[config.mk]
export PLATFORM = sky130hd
export DESIGN_NAME = alu_register_flat
export DESIGN_NICKNAME = d
export VERILOG_FILES = /design/src/rtl/alu_register_if.sv /design/src/rtl/alu_register.sv /design/src/flat_wrapper.sv
export SDC_FILE = /design/constraint.sdc
export NUM_CORES = 1
export LEC_CHECK = 0
export ABC_AREA = 1
export ABC_CLOCK_PERIOD_IN_PS = 5600
export CORE_MARGIN = 2
export CORE_UTILIZATION = 54
export DETAILED_ROUTE_END_ITERATION = 8
export GPL_TIMING_DRIVEN = 0
export PLACE_DENSITY = 0.82
export SETUP_SLACK_MARGIN = 0.2
export SLEW_MARGIN = 20
export SYNTH_ARGS = -nofsm -noshare
export SYNTH_HDL_FRONTEND = slang
export SYNTH_SLANG_ARGS = --single-unit
[constraint.sdc]
create_clock -name CLOCK_50 -period 5.6 [get_ports CLOCK_50]
set_input_delay 1.4 -clock CLOCK_50 [delete_from_list [all_inputs] [get_ports CLOCK_50]]
set_output_delay 1.4 -clock CLOCK_50 [all_outputs]
set_load 0.05 [all_outputs]
[src/rtl/alu_register_if.sv]
// alu_register_if: board-level I/O bundle for the ALU register demo.
//   KEY  : pushbuttons, active-low (KEY[0] reset, KEY[1] load)
//   SW   : slide switches (SW[3:0] operand A, SW[7:5] function F)
//   LEDR : LEDR[7:0] result R, LEDR[8] zero, LEDR[9] sticky carry C
//   HEX0..HEX5 : seven-segment digits, active-low segments {g,f,e,d,c,b,a}
// master drives KEY/SW and observes the displays; slave is the design side.
interface alu_register_if;
  logic [3:0] KEY;
  logic [9:0] SW;
  logic [9:0] LEDR;
  logic [6:0] HEX0;
  logic [6:0] HEX1;
  logic [6:0] HEX2;
  logic [6:0] HEX3;
  logic [6:0] HEX4;
  logic [6:0] HEX5;

  modport master (
    output KEY, SW,
    input  LEDR, HEX0, HEX1, HEX2, HEX3, HEX4, HEX5
  );

  modport slave (
    input  KEY, SW,
    output LEDR, HEX0, HEX1, HEX2, HEX3, HEX4, HEX5
  );
endinterface

[src/rtl/alu_register.sv]
// alu_register: accumulator-style ALU with a debounced-edge load button.
//   CLOCK_50 : single clock, all state on rising edge
//   bus      : alu_register_if.slave
//     KEY[0] synchronous active-low reset, KEY[1] load button (active-low)
//     SW[3:0] operand A, SW[7:5] function F
//     LEDR = {C, 1'b0, R}; HEX0=A, HEX1=N, HEX2/3 blank, HEX4=R[3:0], HEX5=R[7:4]
// Operand B is R[3:0]. A press of KEY[1] produces exactly one load pulse,
// and R updates on the third rising edge after the button falls.
module alu_register (
  input logic           CLOCK_50,
  alu_register_if.slave bus
);

  logic       rst_n;
  logic       s1, s2, p;
  logic       load;
  logic [3:0] a, b;
  logic [2:0] f;
  logic [7:0] r;
  logic       c;
  logic [3:0] n;
  logic [4:0] sum5;
  logic [7:0] result;
  logic       unused_bits;

  assign rst_n = bus.KEY[0];
  assign a     = bus.SW[3:0];
  assign f     = bus.SW[7:5];
  assign b     = r[3:0];

  assign unused_bits = ^{bus.KEY[3:2], bus.SW[9:8], bus.SW[4]};

  // Press edge: synchronized level just went low while the delayed copy is high.
  assign load = ~s2 & p;

  assign sum5 = {1'b0, a} + {1'b0, b};

  always_comb begin
    result = r;
    case (f)
      3'd0: result = {3'b000, sum5};
      3'd1: result = {a | b, a ^ b};
      3'd2: result = (|{a, b}) ? 8'h01 : 8'h00;
      3'd3: result = {a, b};
      3'd4: result = (a >= 4'd8) ? 8'h00 : (r << a);
      3'd5: result = (a >= 4'd8) ? 8'h00 : (r >> a);
      3'd6: result = {4'b0000, a} * {4'b0000, b};
      default: result = r;
    endcase
  end

  always_ff @(posedge CLOCK_50) begin
    if (!rst_n) begin
      // Synchronizer cleared to "pressed" so a button held through reset
      // release cannot look like a fresh press edge.
      s1 <= 1'b0;
      s2 <= 1'b0;
      p  <= 1'b0;
      r  <= 8'h00;
      c  <= 1'b0;
      n  <= 4'd0;
    end else begin
      s1 <= bus.KEY[1];
      s2 <= s1;
      p  <= s2;
      if (load) begin
        r <= result;
        n <= n + 4'd1;
        if (f == 3'd0 && sum5[4]) begin
          c <= 1'b1;
        end
      end
    end
  end

  function automatic logic [6:0] hex7(input logic [3:0] v);
    case (v)
      4'h0: hex7 = 7'h40;
      4'h1: hex7 = 7'h79;
      4'h2: hex7 = 7'h24;
      4'h3: hex7 = 7'h30;
      4'h4: hex7 = 7'h19;
      4'h5: hex7 = 7'h12;
      4'h6: hex7 = 7'h02;
      4'h7: hex7 = 7'h78;
      4'h8: hex7 = 7'h00;
      4'h9: hex7 = 7'h10;
      4'hA: hex7 = 7'h08;
      4'hB: hex7 = 7'h03;
      4'hC: hex7 = 7'h46;
      4'hD: hex7 = 7'h21;
      4'hE: hex7 = 7'h06;
      default: hex7 = 7'h0E;
    endcase
  endfunction

  assign bus.LEDR = {c, 1'b0, r};
  assign bus.HEX0 = hex7(a);
  assign bus.HEX1 = hex7(n);
  assign bus.HEX2 = 7'h7F;
  assign bus.HEX3 = 7'h7F;
  assign bus.HEX4 = hex7(r[3:0]);
  assign bus.HEX5 = hex7(r[7:4]);

endmodule
[src/flat_wrapper.sv]
// flat-port wrapper written by rule: the top's interface ports become plain ports
module alu_register_flat 
  (CLOCK_50, bus_KEY, bus_SW, bus_LEDR, bus_HEX0, bus_HEX1, bus_HEX2, bus_HEX3, bus_HEX4, bus_HEX5);
  alu_register_if bus_i ();
  input logic CLOCK_50;
  input wire logic [$bits(bus_i.KEY)-1:0] bus_KEY;
  input wire logic [$bits(bus_i.SW)-1:0] bus_SW;
  output wire logic [$bits(bus_i.LEDR)-1:0] bus_LEDR;
  output wire logic [$bits(bus_i.HEX0)-1:0] bus_HEX0;
  output wire logic [$bits(bus_i.HEX1)-1:0] bus_HEX1;
  output wire logic [$bits(bus_i.HEX2)-1:0] bus_HEX2;
  output wire logic [$bits(bus_i.HEX3)-1:0] bus_HEX3;
  output wire logic [$bits(bus_i.HEX4)-1:0] bus_HEX4;
  output wire logic [$bits(bus_i.HEX5)-1:0] bus_HEX5;
  assign bus_i.KEY = bus_KEY;
  assign bus_i.SW = bus_SW;
  assign bus_LEDR = bus_i.LEDR;
  assign bus_HEX0 = bus_i.HEX0;
  assign bus_HEX1 = bus_i.HEX1;
  assign bus_HEX2 = bus_i.HEX2;
  assign bus_HEX3 = bus_i.HEX3;
  assign bus_HEX4 = bus_i.HEX4;
  assign bus_HEX5 = bus_i.HEX5;
  alu_register u_core (.CLOCK_50(CLOCK_50), .bus(bus_i));
endmodule
==> results.py <==
metrics = {
    "outcome": {
        "status": "finished, final reports clean",
    },
    "cts": {
        "cts_buffers": 5,
        "holdBufCountCts": 0,
        "ctsResizeCount": 4,
        "insertion_delay_ps": 300,
        "cts_root_buf": "clkbuf_8",
        "h-tree-depth": 2,
        "cts_buffer_depth": 2,
        "cts_tree": "yes",
        "clk_pin_slew_ps": 90,
        "cts.sinks": 37,
        "postCtsSetupBuffers": 0,
    },
    "detailed_routing": {
        "vias": 3818,
        "drcViolationCount": 0,
        "drtPass1Iterations": 6,
        "drt_wl_total_mm": 9.63,
        "routedWlPerCell_um": 13.3,
        "ant_nets": 0,
        "routed_via_density": 5.27,
        "drtIter0Drc": 289,
    },
    "floorplan": {
        "row_count": 30,
        "coreArea_mm2": 0.00676,
        "initial_core_util_pct": 55.6,
        "pin_count": 67,
        "die-area_mm2": 0.00764,
        "fp.dieW_um": 87.4,
        "fp.dieH_um": 87.4,
    },
    "grt": {
        "grt_pass1_wl_mm": 16.1,
        "grt_pass1_vias": 3481,
        "antenna_found_initial": 0,
        "grt.total_usage_pct": 26.4,
        "grt_max_degree": 16,
        "grt-ovfl-total": 0,
    },
    "finish": {
        "antenna_cells": 0,
        "final_util_pct": 66.1,
        "stdcell_count": 725,
        "nets": 711,
        "area_delta_synth_final_pct": 18.9,
        "drive_above_1_share_pct": 11.5,
    },
    "sta": {
        "hold_viol_final": 0,
        "slew-limit-headroom_pct": 58.6,
        "post-route-period-util_pct": 91.0,
        "rsz0062_at_grt": "no",
        "worstMarginPinSlew_ps": 620,
        "fin_worst_skew_ps": 15.1,
        "whs_ps": 432,
        "setup_violations": 0,
        "final_max_slew_viol_count": 0,
        "timing.fmax_mhz": 196,
        "min_period_ps": 5090,
        "fin_setup_tns_ps": 0,
    },
    "synthesis": {
        "yosys_warnings": 0,
        "synth_flop_cell": "dfxtp_1",
        "syn-instance-count": 581,
        "async_flop_share_pct": 0,
        "ys_seq_area_share_pct": 19.7,
        "syn-cell-area_mm2": 0.00376,
        "syn_avg_cell_area_um2": 6.47,
        "ys_ff_latch": 37,
        "ys_types": 40,
        "synth_edf_count": 0,
    },
    "flow_run": {
        "maxCapViolations": 0,
    },
    "power_and_ir_drop": {
        "ir_drop_mv": 0.176,
        "power_density_mw_per_mm2": 163,
        "p_leak_nw": 2.44,
    },
    "place": {
        "dpl.cell_count": 717,
        "place_congestion": 0.962,
        "dp_hpwl_mm": 7.58,
        "io_buffer_count": 43,
    },
    "worst_setup_path": {
        "critical_path_class": "in -> reg",
        "cp_common_cell": "nand2_1",
        "slowest_stage": "fa_1",
        "cp_data_required_time_ps": 5800,
        "crit_arrival_ps": 5290,
        "critical_path.max_fanout": 10,
        "cpPeakStageDelay_ps": 580,
        "cp-start-kind": "input pin",
        "cp-end-kind": "register",
    },
    "hold_path": {
        "worstHoldPathType": "reg -> reg",
    },
}
cell usage after synthesis, types with 3 or more instances:
library cell,instances,area (um2)
o21ai_0,14,70.1
ha_1,47,588
nand2_1,200,751
nand3b_1,6,45.0
o21ai_1,6,30.0
buf_2,4,20.0
nor3_1,4,20.0
nand3_1,55,275
nor2_4,7,78.8
nand2_4,4,45.0
fa_1,5,100
a31oi_1,3,18.8
nand4_1,12,75.1
nand2_2,4,25.0
buf_4,21,158
nor2_1,43,161
dfxtp_1,37,741
inv_2,9,33.8
a21oi_1,9,45.0
inv_1,63,236
placed cells by master, fill, tap and decap left out, types with 2 or more instances in the layout:
master,count
a21oi_1,9
a31oi_1,3
buf_2,2
buf_4,22
buf_6,2
clkbuf_2,2
clkbuf_8,6
clkdlybuf4s50_1,40
conb_1,15
dfxtp_1,37
dlymetal6s2s_1,2
fa_1,5
ha_1,47
inv_1,62
inv_2,10
nand2_1,199
nand2_2,5
nand2_4,4
nand3_1,55
nand3_2,2
nand3b_1,6
nand4_1,12
nor2_1,42
nor2_2,2
nor2_4,7
nor3_1,4
o211ai_1,2
o21ai_0,14
o21ai_1,6
o22ai_1,2
or2_2,2
xnor2_1,2
logic make-up (layout without fill, tap and decap cells):
logic type	Yosys count	in the layout	synth area share [%]
buf+inv	102	153	12.8
fa+ha+maj	52	52	18.3
xor+xnor	3	3	0.699
flops	37	37	19.7
compound gates	42	42	6.73
other cells	2	15	0.200
simple gates	343	343	41.5
critical path: cells and delay by family:
family / cells / cell delay, ps
AND/OR/NAND/NOR: 15 / 1010
adder cells (fa/ha/maj): 4 / 1780
buffers and inverters: 8 / 1110
final timing paths:
| path | start | endpoint | slack (ps) | cells after the start |
|---|---|---|---|---|
| setup / recovery | bus_SW[1] | u_core.bus.HEX5[3] | 510 | 27 |
| hold reg to reg | u_core.s1 | u_core.s2 | 430 | 2 |
| hold / removal | u_core.s1 | u_core.s2 | 430 | 2 |
| setup reg to reg | u_core.r[3] | u_core.bus.HEX5[3] | 1630 | 24 |
flip-flops by register name, summed over array words and instances (netlist names):
| signal | cells |
|---|---|
| u_core.s2 | 1 |
| u_core.c | 1 |
| u_core.s1 | 1 |
| u_core.bus.HEX4 | 7 |
| u_core.n | 4 |
| u_core.p | 1 |
| u_core.bus.HEX1 | 7 |
| u_core.r | 8 |
| u_core.bus.HEX5 | 7 |
where the power goes:
part	internal [W]	switching [W]	leakage, nW	total [W]
clock network	0.000145	0.000101	0.0574	0.000246
logic	0.0000633	0.000142	2.09	0.000205
registers	0.000271	0.00000471	0.300	0.000276
per-layer routing:
layer / global-route usage, % / wire length, um / up-vias
met5: 0 / 0 / -
met4: 8.11 / 120 / 0
met1: 34.8 / 4210 / 1723
met3: 3.70 / 675 / 11
met2: 44.4 / 4620 / 151
li1: - / - / 1933
stage by stage:
stage	setup WS (ps)	cell area, um2	power (W)
finish	507	4470	0.000727
global route	230	4470	0.000759
CTS	220	4460	0.000728
detailed placement	-399	4340	0.000484
global placement	-315	4340	0.000481
floorplan	798	3810	0.000433
final cells by class:
| type | instances | area [um2] |
|---|---|---|
| Sequential cell | 37 | 741 |
| Clock inverter | 2 | 37.5 |
| Tap cell | 80 | 100 |
| Buffer | 30 | 218 |
| Clock buffer | 6 | 82.6 |
| Inverter | 72 | 270 |
| Multi-Input combinational cell | 455 | 2590 |
| Fill cell | 615 | 2290 |
| Timing Repair Buffer | 43 | 430 |
Power figures use the tool's default switching activity.
